==> config.mk <==
export PLATFORM = sky130hd
export DESIGN_NAME = adpll_loop_ctrl_flat
export DESIGN_NICKNAME = d
export VERILOG_FILES = /design/src/rtl/adpll_loop_ctrl_if.sv /design/src/rtl/adpll_loop_ctrl.sv /design/src/flat_wrapper.sv
export SDC_FILE = /design/constraint.sdc
export NUM_CORES = 1
export LEC_CHECK = 0
export ABC_CLOCK_PERIOD_IN_PS = 3000
export BUFFER_PORTS_ARGS = -buffer_cell sky130_fd_sc_hd__buf_2
export CAP_MARGIN = 20
export CORE_ASPECT_RATIO = 1.5
export CORE_MARGIN = 2
export CORE_UTILIZATION = 38
export CTS_CLUSTER_DIAMETER = 40
export DETAILED_ROUTE_END_ITERATION = 12
export PLACE_DENSITY_LB_ADDON = 0.08
export SYNTH_ARGS = -nofsm -noshare
export SYNTH_HDL_FRONTEND = slang
export SYNTH_SLANG_ARGS = --single-unit
==> constraint.sdc <==
create_clock -name clk_i -period 3 [get_ports clk_i]
set_clock_uncertainty 0.2 [all_clocks]
set_input_delay 0.6 -clock clk_i [delete_from_list [all_inputs] [get_ports clk_i]]
set_output_delay 0.6 -clock clk_i [all_outputs]
set_load 0.01 [all_outputs]
==> src/rtl/adpll_loop_ctrl_if.sv <==
// Signal bundle between the ADPLL loop controller, its phase detector and the DCO.
// The slave modport is the controller's view; master is the environment's view.
interface adpll_loop_ctrl_if #(
  parameter int FCW_W = 16
);
  logic             enable_i;
  logic             sample_i;
  logic             pd_out_i;
  logic             pd_enable_o;
  logic [FCW_W-1:0] fcw_o;
  logic             fcw_valid_o;
  logic [2:0]       state_o;
  logic             lock_o;

  modport slave (
    input  enable_i, sample_i, pd_out_i,
    output pd_enable_o, fcw_o, fcw_valid_o, state_o, lock_o
  );

  modport master (
    output enable_i, sample_i, pd_out_i,
    input  pd_enable_o, fcw_o, fcw_valid_o, state_o, lock_o
  );
endinterface

==> src/rtl/adpll_loop_ctrl.sv <==
// Bang-bang ADPLL loop controller: settle, coarse acquisition, fine tracking and
// optional lock detection (enabled by defining ADPLL_LOCK_DETECT_EN).
module adpll_loop_ctrl #(
  parameter int          FCW_W          = 16,
  parameter int unsigned FCW_INIT       = 32'h8000,
  parameter int          COARSE_STEP    = 64,
  parameter int          FINE_STEP      = 1,
  parameter int          SETTLE_SAMPLES = 8,
  parameter int          ACQ_TOGGLES    = 4,
  parameter int          LOCK_COUNT     = 32,
  parameter int          UNLOCK_RUN     = 4
) (
  input  logic              clk_i,
  input  logic              reset_i,
  adpll_loop_ctrl_if.slave  bus
);

  typedef enum logic [2:0] {
    ST_IDLE    = 3'd0,
    ST_SETTLE  = 3'd1,
    ST_ACQUIRE = 3'd2,
    ST_TRACK   = 3'd3
`ifdef ADPLL_LOCK_DETECT_EN
    , ST_LOCKED = 3'd4
`endif
  } state_t;

  // One counter is shared by all states; it is cleared on every state change.
  localparam int MAX_A   = (SETTLE_SAMPLES > ACQ_TOGGLES) ? SETTLE_SAMPLES : ACQ_TOGGLES;
  localparam int MAX_B   = (LOCK_COUNT > UNLOCK_RUN) ? LOCK_COUNT : UNLOCK_RUN;
  localparam int CNT_MAX = (MAX_A > MAX_B) ? MAX_A : MAX_B;
  localparam int CNT_W   = $clog2(CNT_MAX + 1);

  function automatic logic [FCW_W-1:0] sat_step(input logic [FCW_W-1:0] v,
                                                input logic up,
                                                input logic [FCW_W-1:0] step);
    logic [FCW_W:0] s;
    if (up) begin
      s = {1'b0, v} + {1'b0, step};
      sat_step = s[FCW_W] ? '1 : s[FCW_W-1:0];
    end else begin
      s = {1'b0, v} - {1'b0, step};
      sat_step = s[FCW_W] ? '0 : s[FCW_W-1:0];
    end
  endfunction

  state_t           r_state;
  logic [FCW_W-1:0] r_fcw;
  logic             r_fcw_valid;
  logic             r_pd_enable;
  logic             r_prev;
  logic             r_prev_vld;
  logic [CNT_W-1:0] r_cnt;

  logic             w_differ;
  logic [FCW_W-1:0] w_fcw_coarse;
  logic [FCW_W-1:0] w_fcw_fine;

  assign w_differ     = r_prev_vld && (bus.pd_out_i != r_prev);
  assign w_fcw_coarse = sat_step(r_fcw, bus.pd_out_i, FCW_W'(COARSE_STEP));
  assign w_fcw_fine   = sat_step(r_fcw, bus.pd_out_i, FCW_W'(FINE_STEP));

`ifdef ADPLL_LOCK_DETECT_EN
  logic r_lock;
  assign bus.lock_o = r_lock;
`else
  assign bus.lock_o = 1'b0;
`endif

  always_ff @(posedge clk_i or posedge reset_i) begin
    if (reset_i) begin
      r_state     <= ST_IDLE;
      r_fcw       <= FCW_W'(FCW_INIT);
      r_fcw_valid <= 1'b0;
      r_pd_enable <= 1'b0;
      r_prev      <= 1'b0;
      r_prev_vld  <= 1'b0;
      r_cnt       <= '0;
`ifdef ADPLL_LOCK_DETECT_EN
      r_lock      <= 1'b0;
`endif
    end else begin
      r_fcw_valid <= 1'b0;
      if (!bus.enable_i) begin
        // Dropping enable wins over any coincident strobe; fcw is held for resume.
        r_state     <= ST_IDLE;
        r_pd_enable <= 1'b0;
        r_cnt       <= '0;
`ifdef ADPLL_LOCK_DETECT_EN
        r_lock      <= 1'b0;
`endif
      end else begin
        case (r_state)
          ST_IDLE: begin
            r_state     <= ST_SETTLE;
            r_pd_enable <= 1'b1;
            r_cnt       <= '0;
          end
          ST_SETTLE: begin
            if (bus.sample_i) begin
              if (r_cnt == CNT_W'(SETTLE_SAMPLES - 1)) begin
                r_state    <= ST_ACQUIRE;
                r_cnt      <= '0;
                r_prev_vld <= 1'b0;
              end else begin
                r_cnt <= r_cnt + 1'b1;
              end
            end
          end
          ST_ACQUIRE: begin
            if (bus.sample_i) begin
              r_fcw       <= w_fcw_coarse;
              r_fcw_valid <= 1'b1;
              r_prev      <= bus.pd_out_i;
              r_prev_vld  <= 1'b1;
              if (w_differ) begin
                if (r_cnt == CNT_W'(ACQ_TOGGLES - 1)) begin
                  r_state <= ST_TRACK;
                  r_cnt   <= '0;
                end else begin
                  r_cnt <= r_cnt + 1'b1;
                end
              end
            end
          end
          ST_TRACK: begin
            if (bus.sample_i) begin
              r_fcw       <= w_fcw_fine;
              r_fcw_valid <= 1'b1;
              r_prev      <= bus.pd_out_i;
              r_prev_vld  <= 1'b1;
`ifdef ADPLL_LOCK_DETECT_EN
              if (!w_differ) begin
                r_cnt <= '0;
              end else if (r_cnt == CNT_W'(LOCK_COUNT - 1)) begin
                r_state <= ST_LOCKED;
                r_lock  <= 1'b1;
                r_cnt   <= '0;
              end else begin
                r_cnt <= r_cnt + 1'b1;
              end
`endif
            end
          end
`ifdef ADPLL_LOCK_DETECT_EN
          ST_LOCKED: begin
            if (bus.sample_i) begin
              r_fcw       <= w_fcw_fine;
              r_fcw_valid <= 1'b1;
              r_prev      <= bus.pd_out_i;
              r_prev_vld  <= 1'b1;
              // r_cnt holds the current same-polarity run length; a flip starts a run of 1.
              if (w_differ) begin
                r_cnt <= CNT_W'(1);
              end else if (r_cnt == CNT_W'(UNLOCK_RUN - 1)) begin
                r_state <= ST_TRACK;
                r_lock  <= 1'b0;
                r_cnt   <= '0;
              end else begin
                r_cnt <= r_cnt + 1'b1;
              end
            end
          end
`endif
          default: begin
            r_state     <= ST_IDLE;
            r_pd_enable <= 1'b0;
            r_cnt       <= '0;
          end
        endcase
      end
    end
  end

  assign bus.pd_enable_o = r_pd_enable;
  assign bus.fcw_o       = r_fcw;
  assign bus.fcw_valid_o = r_fcw_valid;
  assign bus.state_o     = r_state;

endmodule

==> src/flat_wrapper.sv <==
// flat-port wrapper written by rule: the top's interface ports become plain ports
module adpll_loop_ctrl_flat 
#(
  parameter int          FCW_W          = 16,
  parameter int unsigned FCW_INIT       = 32'h8000,
  parameter int          COARSE_STEP    = 64,
  parameter int          FINE_STEP      = 1,
  parameter int          SETTLE_SAMPLES = 8,
  parameter int          ACQ_TOGGLES    = 4,
  parameter int          LOCK_COUNT     = 32,
  parameter int          UNLOCK_RUN     = 4
)
  (clk_i, reset_i, bus_enable_i, bus_sample_i, bus_pd_out_i, bus_pd_enable_o, bus_fcw_o, bus_fcw_valid_o, bus_state_o, bus_lock_o);
  adpll_loop_ctrl_if #(.FCW_W(FCW_W)) bus_i ();
  input  logic clk_i;
  input  logic reset_i;
  input wire logic [$bits(bus_i.enable_i)-1:0] bus_enable_i;
  input wire logic [$bits(bus_i.sample_i)-1:0] bus_sample_i;
  input wire logic [$bits(bus_i.pd_out_i)-1:0] bus_pd_out_i;
  output wire logic [$bits(bus_i.pd_enable_o)-1:0] bus_pd_enable_o;
  output wire logic [$bits(bus_i.fcw_o)-1:0] bus_fcw_o;
  output wire logic [$bits(bus_i.fcw_valid_o)-1:0] bus_fcw_valid_o;
  output wire logic [$bits(bus_i.state_o)-1:0] bus_state_o;
  output wire logic [$bits(bus_i.lock_o)-1:0] bus_lock_o;
  assign bus_i.enable_i = bus_enable_i;
  assign bus_i.sample_i = bus_sample_i;
  assign bus_i.pd_out_i = bus_pd_out_i;
  assign bus_pd_enable_o = bus_i.pd_enable_o;
  assign bus_fcw_o = bus_i.fcw_o;
  assign bus_fcw_valid_o = bus_i.fcw_valid_o;
  assign bus_state_o = bus_i.state_o;
  assign bus_lock_o = bus_i.lock_o;
  adpll_loop_ctrl #(.FCW_W(FCW_W), .FCW_INIT(FCW_INIT), .COARSE_STEP(COARSE_STEP), .FINE_STEP(FINE_STEP), .SETTLE_SAMPLES(SETTLE_SAMPLES), .ACQ_TOGGLES(ACQ_TOGGLES), .LOCK_COUNT(LOCK_COUNT), .UNLOCK_RUN(UNLOCK_RUN)) u_core (.clk_i(clk_i), .reset_i(reset_i), .bus(bus_i));
endmodule
==> impl_metrics.json <==
{
  "layout_commonest_cell": "nand2_1",
  "place_ws_ns": 0.249,
  "synth-compound-area-share": 0.274,
  "die_area_um2": 7680,
  "port_buffers": 24,
  "multiInputGateArea_um2": 1800,
  "via_per_inst": 6.05,
  "synth_xor_area_frac": 0.0561,
  "synth-simple-area-share": 0.278,
  "postCtsSetupBuffers": 0,
  "wl_um": 8650,
  "hpwl_um": 6570,
  "ant_nets": 0,
  "fillers": 700,
  "antenna_found_initial": 0,
  "rsz0062_at_grt": "false",
  "regArea_um2": 702,
  "fp.dieH_um": 106,
  "slew_headroom": 0.593,
  "r2r_slack_ns": 0.29,
  "core-area_um2": 6810,
  "seq_power_share": 0.302,
  "cp_data_arrival_time_ns": 2.69,
  "grt_max_degree": 30,
  "ir_drop_v": 0.000263,
  "syn_to_final_growth_pct": 12.6,
  "drv_slew": 0,
  "cp.buffers_inverters": 1,
  "cts_tree": "yes",
  "setup_tns_ns": 0,
  "grt_overflow_total": 0,
  "cts_buffer_depth": 2,
  "power_switching_w": 0.00114,
  "slowest_delay_ns": 0.54,
  "critPathMaxFanout": 5,
  "syn_area_um2": 2650,
  "initial_utilization": 0.390,
  "yosysWarnings": 0,
  "drt_iter0_markers": 227,
  "fin_ws_ns": 0.287,
  "finalHoldViolCount": 0,
  "worstPathCellList": "inv_1, ha_1, or3b_2, o41ai_2, and2_1, o21ai_0, o31ai_1, a21oi_1",
  "min_path_type": "in -> async",
  "cts_buffers": 3,
  "final_cell_mix": "41 x nand2_1, 34 x nor2_1, 30 x o21ai_0",
  "r2r-start": "u_core.bus.fcw_o[6]",
  "grt_pass1_wl_um": 14100,
  "crit_type": "reg -> reg",
  "synthArstFlopShare": 1.00,
  "synth.distinct_cells": 60,
  "fin_crit_ns": 2.71,
  "p_int_w": 0.00117,
  "r2r_end": "u_core.bus.fcw_o[3]",
  "fin_nets": 399,
  "synth_edf_count": 0,
  "swShare": 0.492,
  "synth_adder_area_share": 0.0424,
  "worst_pin_slew_ns": 0.604,
  "avgSynthCellArea_um2": 7.43,
  "grt_pass1_vias": 2794,
  "gp_congestion": 0.906,
  "drive_above_1_share": 0.172,
  "htreeDepth": 1,
  "synthCells": 357,
  "root_buffer": "clkbuf_8",
  "wl_per_cell_um": 18.7,
  "cap_violations": 0,
  "start_kind": "flop",
  "muxShareOfSynthArea": 0.0198,
  "dr.pass1.iters": 8,
  "ios": 27,
  "crit_family": "compound AO/OA/AOI/OAI gates",
  "track_usage": 0.234,
  "n_antenna_cell": 0,
  "synth_area_leader_cell": "dfrtp_1",
  "vias": 2797,
  "worstPathRequired_ns": 2.98,
  "crit_slowest_cell": "or3b_2",
  "hold_buffers": 0,
  "power_density_nw_per_um2": 774,
  "worst_setup_path_end_kind": "flop",
  "clock_sinks": 28,
  "clock_latency_ns": 0.29,
  "yosysTopAreaCellShare": 0.255,
  "power.leakage_nw": 1.25,
  "synthTopCellsByArea": "dfrtp_1 25%, nand2_1 5.8%, o21ai_0 5.7%",
  "synth_flop_cell": "dfrtp_1",
  "p_comb_frac": 0.596,
  "r2r_cells": 8,
  "die_w_um": 72.2,
  "drc": 0,
  "ys_seq_area_frac": 0.264,
  "clk_pin_slew_worst_paths_ns": 0.11,
  "yosys_register_bits": 28,
  "synth_top_family_by_area": "simple AND/OR/NAND/NOR gates",
  "rows": 37,
  "power_frac_clock": 0.103,
  "setup_viol": 0,
  "run_status": "completed",
  "fin_crit_sh": 0.904,
  "max_clock_freq_ghz": 0.369
}
==> cell type report <==
cell class / instances / area share
multi-input combinational: 291 / 0.601
inverter: 13 / 0.0163
tap: 78 / 0.0326
clock buffer: 4 / 0.0151
sequential: 28 / 0.235
timing repair buffer: 48 / 0.100
==> Yosys cell counts, types with 2 or more instances <==
master	n
xnor2_1	7
a211oi_1	5
o211ai_1	4
dfrtp_1	27
o32ai_1	4
and2_1	2
clkbuf_1	17
o21a_1	5
nand3_1	21
or4_4	2
mux2_2	2
ha_1	9
or4_1	4
nor3b_1	2
mux2i_1	3
o221ai_1	2
a31oi_1	8
xor2_1	10
a311o_1	2
inv_1	13
nor4_1	8
o31ai_1	6
buf_4	2
o22a_1	2
or2_2	5
nand4_1	2
o41ai_1	4
a21o_1	5
nor3_1	13
o21ai_0	30
nand2b_1	3
nand2_1	41
a21oi_1	18
nor2b_1	3
nor2_1	34
o2bb2ai_1	2
buf_2	4
or3_1	3
a21boi_0	2
==> flip-flops by register name (all words and copies together) (netlist names) <==
register                cells
u_core.r_cnt                6
u_core.bus.fcw_o           16
u_core.r_prev_vld           1
u_core.r_prev               1
u_core.bus.pd_enable_o      1
u_core.bus.fcw_valid_o      1
u_core.bus.state_o          2
==> cell families (layout without fill, tap and decap cells) <==
kind of cell | after synthesis | in the layout
fa+ha+maj | 9 | 9
mux | 5 | 5
simple gates | 149 | 149
compound gates | 109 | 109
buf+inv | 39 | 65
other cells | 1 | 2
xor+xnor | 17 | 17
flops | 28 | 28
==> power groups by stage <==
stage	logic (W)	registers, W	clock network, W
after floorplan	0.000951	0.000666	0
after global placement	0.00137	0.000699	0
after detailed placement	0.00137	0.000701	0
after CTS	0.00137	0.000693	0.000245
after global routing	0.00154	0.000721	0.000255
final	0.00138	0.000698	0.000237
==> per-layer routing <==
layer | wire (um) | global-route usage | up-vias
met3 | 358 | 0.0246 | 19
met1 | 3510 | 0.274 | 1331
met4 | 222 | 0.0836 | 0
li1 | - | - | 1357
met5 | 0 | 0 | -
met2 | 4560 | 0.429 | 90
==> timing repair <==
action | 4_1_cts | 5_1_grt
resized for setup | 0 | 1
endpoints found under the hold margin | 0 | 0
endpoints found under the setup margin | 0 | 1
==> metrics by stage <==
| stage | area, um2 | hold slack [ns] | util | total power [W] | std cells |
|---|---|---|---|---|---|
| 3_3_place_gp | 2940 | 0.263 | 0.432 | 0.00206 | 458 |
| 5_1_grt | 2990 | 0.120 | 0.439 | 0.00251 | 462 |
| 6_report | 2990 | 0.0914 | 0.439 | 0.00231 | 462 |
| 2_1_floorplan | 2660 | 0.264 | - | 0.00162 | 358 |
| 3_5_place_dp | 2940 | 0.281 | 0.432 | 0.00207 | 458 |
| 4_1_cts | 2980 | 0.113 | 0.438 | 0.00231 | 462 |
==> worst max-delay path by stage <==
stage	slack, ns	start	endpoint	depth (start not counted)
floorplan	0.26	u_core.bus.fcw_o[6]	u_core.bus.fcw_o[3]	9
finish	0.29	u_core.bus.fcw_o[6]	u_core.bus.fcw_o[3]	8
global placement	0.35	u_core.bus.fcw_o[6]	u_core.bus.fcw_o[3]	8
global route	0.03	u_core.bus.fcw_o[0]	u_core.bus.fcw_o[3]	8
CTS	0.23	u_core.bus.fcw_o[6]	u_core.bus.fcw_o[3]	8
detailed placement	0.25	u_core.bus.fcw_o[6]	u_core.bus.fcw_o[3]	8
(Power assumes the default switching activity.)
